`src/rtl/sub_serial.sv`:
```
// Bit-serial subtractor: computes A-B one bit per clock, LSB first, with a
// ripple borrow held in a 1-bit register. A valid/ready handshake on each
// side; the result (difference, borrow, signed overflow) sits in a separate
// output register that only changes when a new result is completed.
module sub_serial #(
    parameter int BIT_NUM = 8
) (
    input  logic               CLK,
    input  logic               RST,
    input  logic               IN_VALID,
    output logic               IN_READY,
    input  logic [BIT_NUM-1:0] A,
    input  logic [BIT_NUM-1:0] B,
    output logic               OUT_VALID,
    input  logic               OUT_READY,
    output logic [BIT_NUM-1:0] O,
    output logic               B_o,
    output logic               V_o
);

    // Six bits count up to 63, enough for the widest operand (32 bits).
    localparam int CNT_W = 6;

    typedef enum logic [1:0] {
        IDLE = 2'd0,
        RUN  = 2'd1,
        DONE = 2'd2
    } state_t;

    state_t             state;
    logic [BIT_NUM-1:0] a_sh;
    logic [BIT_NUM-1:0] b_sh;
    logic [BIT_NUM-1:0] res_sh;
    logic [BIT_NUM-1:0] o_reg;
    logic [CNT_W-1:0]   cnt;
    logic               br;
    logic               bo_reg;
    logic               vo_reg;
    logic               a_sign;
    logic               b_sign;
    logic               in_ready_reg;
    logic               out_valid_reg;

    logic               bit_a;
    logic               bit_b;
    logic               d;
    logic               br_next;
    logic               last_bit;
    logic [BIT_NUM-1:0] res_next;

    // One full-subtractor step on the current LSBs; the difference bit
    // enters the result register from the MSB end so that after BIT_NUM
    // steps the result is aligned.
    always_comb begin
        bit_a    = a_sh[0];
        bit_b    = b_sh[0];
        d        = bit_a ^ bit_b ^ br;
        br_next  = (~bit_a & bit_b) | (~(bit_a ^ bit_b) & br);
        res_next = res_sh >> 1;
        res_next[BIT_NUM-1] = d;
        last_bit = (cnt == CNT_W'(BIT_NUM - 1));
    end

    // Control FSM together with the datapath and registered outputs.
    always_ff @(posedge CLK or posedge RST) begin
        if (RST) begin
            state         <= IDLE;
            a_sh          <= '0;
            b_sh          <= '0;
            res_sh        <= '0;
            o_reg         <= '0;
            cnt           <= '0;
            br            <= 1'b0;
            bo_reg        <= 1'b0;
            vo_reg        <= 1'b0;
            a_sign        <= 1'b0;
            b_sign        <= 1'b0;
            in_ready_reg  <= 1'b1;
            out_valid_reg <= 1'b0;
        end else begin
            case (state)
                IDLE: begin
                    if (IN_VALID) begin
                        a_sh         <= A;
                        b_sh         <= B;
                        // Sign bits are kept aside since the operand
                        // registers shift them away before the overflow
                        // decision is made.
                        a_sign       <= A[BIT_NUM-1];
                        b_sign       <= B[BIT_NUM-1];
                        br           <= 1'b0;
                        cnt          <= '0;
                        in_ready_reg <= 1'b0;
                        state        <= RUN;
                    end
                end
                RUN: begin
                    res_sh <= res_next;
                    br     <= br_next;
                    a_sh   <= a_sh >> 1;
                    b_sh   <= b_sh >> 1;
                    cnt    <= cnt + 1'b1;
                    if (last_bit) begin
                        o_reg         <= res_next;
                        bo_reg        <= br_next;
                        vo_reg        <= (a_sign != b_sign) &&
                                         (res_next[BIT_NUM-1] != a_sign);
                        out_valid_reg <= 1'b1;
                        state         <= DONE;
                    end
                end
                DONE: begin
                    if (OUT_READY) begin
                        out_valid_reg <= 1'b0;
                        in_ready_reg  <= 1'b1;
                        state         <= IDLE;
                    end
                end
                default: begin
                    out_valid_reg <= 1'b0;
                    in_ready_reg  <= 1'b1;
                    state         <= IDLE;
                end
            endcase
        end
    end

    assign IN_READY  = in_ready_reg;
    assign OUT_VALID = out_valid_reg;
    assign O         = o_reg;
    assign B_o       = bo_reg;
    assign V_o       = vo_reg;

endmodule
```
`config.mk`:
```
export PLATFORM = sky130hd
export DESIGN_NAME = sub_serial
export DESIGN_NICKNAME = d
export VERILOG_FILES = /design/src/rtl/sub_serial.sv
export SDC_FILE = /design/constraint.sdc
export NUM_CORES = 1
export LEC_CHECK = 0
export CORE_MARGIN = 1.5
export CORE_UTILIZATION = 25
export DETAILED_ROUTE_END_ITERATION = 10
export PLACE_DENSITY = 0.43
export SLEW_MARGIN = 10
export SYNTH_ARGS = -nofsm -noshare
export SYNTH_HDL_FRONTEND = slang
export SYNTH_SLANG_ARGS = --single-unit
```
`constraint.sdc`:
```
create_clock -name CLK -period 3.6 [get_ports CLK]
set_clock_uncertainty 0.15 [all_clocks]
set_input_delay 0.9 -clock CLK [delete_from_list [all_inputs] [get_ports CLK]]
set_output_delay 0.9 -clock CLK [all_outputs]
set_load 0.1 [all_outputs]
```
# Yosys cells after proc, flatten, opt, wreduce, memory -nomap -nowiden
# Cells that the tools add are included.
[totals] regBits=47 latchBits=0 mem_bits_rw=0 romBits=0 in_bits=20 output_inout_bits=12 elab_cells=57 memories=0
[classes] addsub=1 n_mul=0 div=0 order_cmp=0 eq_ne=8 n_shift=0 n_mux=17 bitwise=9 n_reduce_logical=9
[op_table] operator="one-hot mux 8 bit (2 select lines)" count=2
[op_table] operator="2-to-1 mux 8 bit" count=2
[op_table] operator="one-hot mux 6 bit (2 select lines)" count=1
[op_table] operator="AND reduction 3 bit" count=3
[op_table] operator="adder 6 x 1 -> 6 bit, second input constant" count=1
[op_table] operator="== test 6 x 3 -> 1 bit, second input constant" count=1
[op_table] operator="2-to-1 mux 2 bit" count=3
[op_table] operator="2-to-1 mux 6 bit" count=1
[op_table] operator="inequality test 2 bit, second input constant" count=3
[op_table] operator="one-hot mux 1 bit (3 select lines)" count=2
[op_table] operator="one-hot mux 2 bit (3 select lines)" count=1
[op_table] operator="AND reduction 2 bit" count=3
[op_table] operator="2-to-1 mux 1 bit" count=4
[op_table] operator="NOT 1 bit" count=4
[op_table] operator="AND 1 bit" count=2
[op_table] operator="== test 2 x 1 -> 1 bit, second input constant" count=1
[op_table] operator="== test 2 bit, second input constant" count=1
[op_table] operator="zero test 2 bit" count=1
[op_table] operator="inequality test 1 bit" count=2
[op_table] operator="one-hot mux 1 bit (2 select lines)" count=1
[op_table] operator="nonzero test 2 bit" count=1
[op_table] operator="bitwise XOR 1 bit" count=2
[op_table] operator="logical AND 1 bit" count=1
[op_table] operator="bitwise OR 1 bit" count=1

# Depth between registers and ports, before layout
[depth] word_depth=5 depth_mapped=5 mapped_depth_nobuf=5

# Worst setup path before layout
# OpenSTA, ideal clock, no wires.
[synth_timing] path_type="in2reg" start="input IN_VALID" end="register cnt[5]" setup_ps=140 arrival_time_ps=1715 t_required_ps=3310 setup_slack_ps=1596 stages=4 n_path_buf=1 cell_sequence="or3b_2 -> buf_2 -> o311ai_0 -> o41ai_1"
[synth_between] elab_chain_len=2
[synth_rtl] item="start, declared" line="10" source="input logic IN_VALID,"
[synth_rtl] item="inequality test 2 bit (no source line)"
[synth_rtl] item="AND reduction 2 bit (no source line)"
[synth_rtl] item="end signal, assigned" line="102" source="cnt <= cnt + 1'b1;"
[synth_rtl] item="end, declared" line="35" source="logic [CNT_W-1:0] cnt;"
# Every way passes these cells.
# A chain may end at the register's enable or synchronous reset.

# Worst setup path after layout
# Same ends and word-level chain as after synthesis.

==> results.toml <==
[outcome]
outcome = "complete, no violations"

[synth]
ys_ff_latch = 46
synth_area_sq_mm = 0.00193
synth_cells = 180
synthMuxAreaShare_pct = 5.77
ys_top_cells_by_area = "dfrtp_1, nand2_1, mux2_2"
synth_compound_area_share_pct = 11.3
synth_cell_type_count = 36
synth_top_family_by_area = "simple AND/OR/NAND/NOR gates"
synth_area_per_cell_sq_um = 10.7
yosysWarningCount = 0
synth-simple-area-share_pct = 18.4
yosysSeqAreaShare_pct = 59.7
synth_xor_area_share_pct = 0
yosysTopAreaCell = "dfrtp_1"
synthAdderAreaFrac_pct = 1.69
syn-num-nets = 202
yosysTopAreaCellShare_pct = 58.4

[sta]
period_share_pct = 62.5
period_needed_ps = 2250
final_max_slew_viol_count = 0
fin_setup_tns_ps = 0
slew_headroom_pct = 46.2
tightest_slew_ps = 806
setup_viol = 0
finalHoldViolCount = 0
fmax_ghz = 0.444
rsz0062_at_grt = "no"

[final_layout]
final_cells = 314
multi_input_area_sq_um = 718
fillers = 784
final_util_pct = 32.9
final-seq-area_sq_mm = 0.00115
drive_gt1_share_pct = 19.1
diodes = 0
syn2layout_area_growth_pct = 25.6
design_area_sq_mm = 0.00242
fin_nets = 236

[die]
dieArea_sq_mm = 0.00825
rows = 31
start_util_pct = 26.2
coreArea_sq_mm = 0.00737
io_pins = 32
fp.dieH_um = 90.9
die_x_um = 90.9

[drt]
drtAntennaViolNets = 0
wirelength_um = 4210
drt_first_pass_iters = 4
via_per_inst = 4.47
via_count = 1403
drt_iter0_markers = 55
wire_per_inst_um = 13.4
drc = 0

[hold_path]
whs_path_depth = 2
hold_class = "reg -> reg"
hp-start = "IN_READY"

[clocking]
post-cts-setup-buffers = 0
cts_hold_buf = 0
clock_sinks = 46
clk_pin_slew_ps = 80
cts_root_buf = "clkbuf_8"
cts_htree_levels = 2
clk_latency_ps = 300
tritoncts = "done"
ctsResizeCount = 0
clockBufferDepth = 2
numCtsBuffers = 5

[pwr]
vdd_drop_max_v = 0.000218
power_density_mw_per_mm2 = 994
leakage_uw = 0.00114

[global_routing]
grt_overflow = 0
grt_use_total_pct = 11.1
grt_pass1_wl_um = 7220
antenna_found_initial = 0
grt_max_degree = 33
first_global_vias = 1501

[critical_path]
crit_required_ps = 3600
r2r_start = "state[1]"
path_class = "in -> reg"
endpoint_kind = "register"
worstPathArrival_ps = 2250
startpoint = "IN_VALID"
cp_max_fo = 11
cp-start-kind = "primary input"
rrSetupSlack_ps = 1710
reg2reg_depth = 3

[placed_design]
io_buffer_count = 31
dpl.hpwl_um = 2820
gp_congestion = 0.682
dp.cells = 306
post_dp_cell_area_sq_mm = 0.00233

[run]
cap_violations = 0
logic make-up after synthesis:
kind of cell	count (synthesis)
multiplexers	10
buffers and inverters	13
AO/OA/AOI/OAI	32
flip-flops	46
AND/OR/NAND/NOR	77
adder cells (fa/ha/maj)	2
placed cells by master (no fill, tap or decap), types with 2 or more instances in the layout:
master,count
dfrtp_1,45
clkdlybuf4s50_1,19
buf_4,17
nand2b_1,2
nor2_1,4
nor3_1,3
a21oi_1,3
nand3_1,3
a31oi_1,2
inv_1,3
a22oi_1,10
o21ai_0,5
nand2_1,56
o22ai_1,4
a22o_1,2
clkbuf_8,6
mux2_2,9
synthesized netlist by cell type:
| cell | number |
|---|---|
| clkbuf_1 | 3 |
| o22a_1 | 1 |
| o311ai_0 | 1 |
| o31ai_1 | 1 |
| nand3_1 | 3 |
| nand4_1 | 1 |
| nor2_1 | 4 |
| fa_1 | 1 |
| nor3b_2 | 1 |
| nand3_2 | 1 |
| o21ai_0 | 5 |
| o41ai_1 | 1 |
| nand3b_1 | 1 |
| nor3_1 | 3 |
| o22ai_1 | 4 |
| a22oi_1 | 10 |
| buf_4 | 1 |
| mux2i_1 | 1 |
| nand2_1 | 56 |
| mux2_2 | 9 |
| dfrtp_1 | 45 |
| o211ai_1 | 1 |
| dfstp_2 | 1 |
| nand2b_1 | 2 |
| a21oi_1 | 3 |
| and2_1 | 1 |
| buf_2 | 5 |
| or2_2 | 1 |
| or3b_2 | 1 |
| o21bai_1 | 1 |
| a31oi_1 | 2 |
| a22o_1 | 2 |
| ha_1 | 1 |
| nor4b_4 | 1 |
| nor2b_1 | 1 |
| inv_1 | 4 |
sequential cells by signal, summed over array words and instances (netlist names), 2 cells and up:
name / cells
O: 8
a_sh: 8
cnt: 6
res_sh: 7
b_sh: 8
state: 2
power breakdown:
part           switching, uW  internal [uW]
clock                    174            155
combinational            824            361
sequential               151            743
total                   1150           1260
stage by stage:
stage	hold WS, ps	setup slack (ps)	power, uW
after floorplan	292	1460	1810
final	316	1350	2410
after CTS	321	1350	2450
after global placement	303	1050	2100
after global routing	344	1310	2590
after detailed placement	309	1030	2110
critical path, cell delays in order:
cell and delay [ps]:
clkdlybuf4s50_1 490, or3b_2 590, o311ai_0 150, o41ai_1 130
layout make-up:
cell class	instances	area share, %
sequential	46	47.6
inverter	4	0.620
clock buffer	6	3.41
tap	99	5.11
clock inverter	2	0.517
multi-input combinational	121	29.6
timing repair buffer	36	13.1
metal layers:
layer | wire length [um] | global-route usage (%)
met1 | 1960 | 13.4
met2 | 2020 | 19.0
met3 | 183 | 3.03
met4 | 57 | 3.52
met5 | 0 | 0
path summary, 6_finish.rpt:
kind,to
setup reg to reg,cnt[5]
hold / removal,IN_READY
hold reg to reg,IN_READY
min in group asynchronous,state[0]
setup / recovery,cnt[5]
max in group asynchronous,res_sh[1]
(Power assumes the default switching activity.)
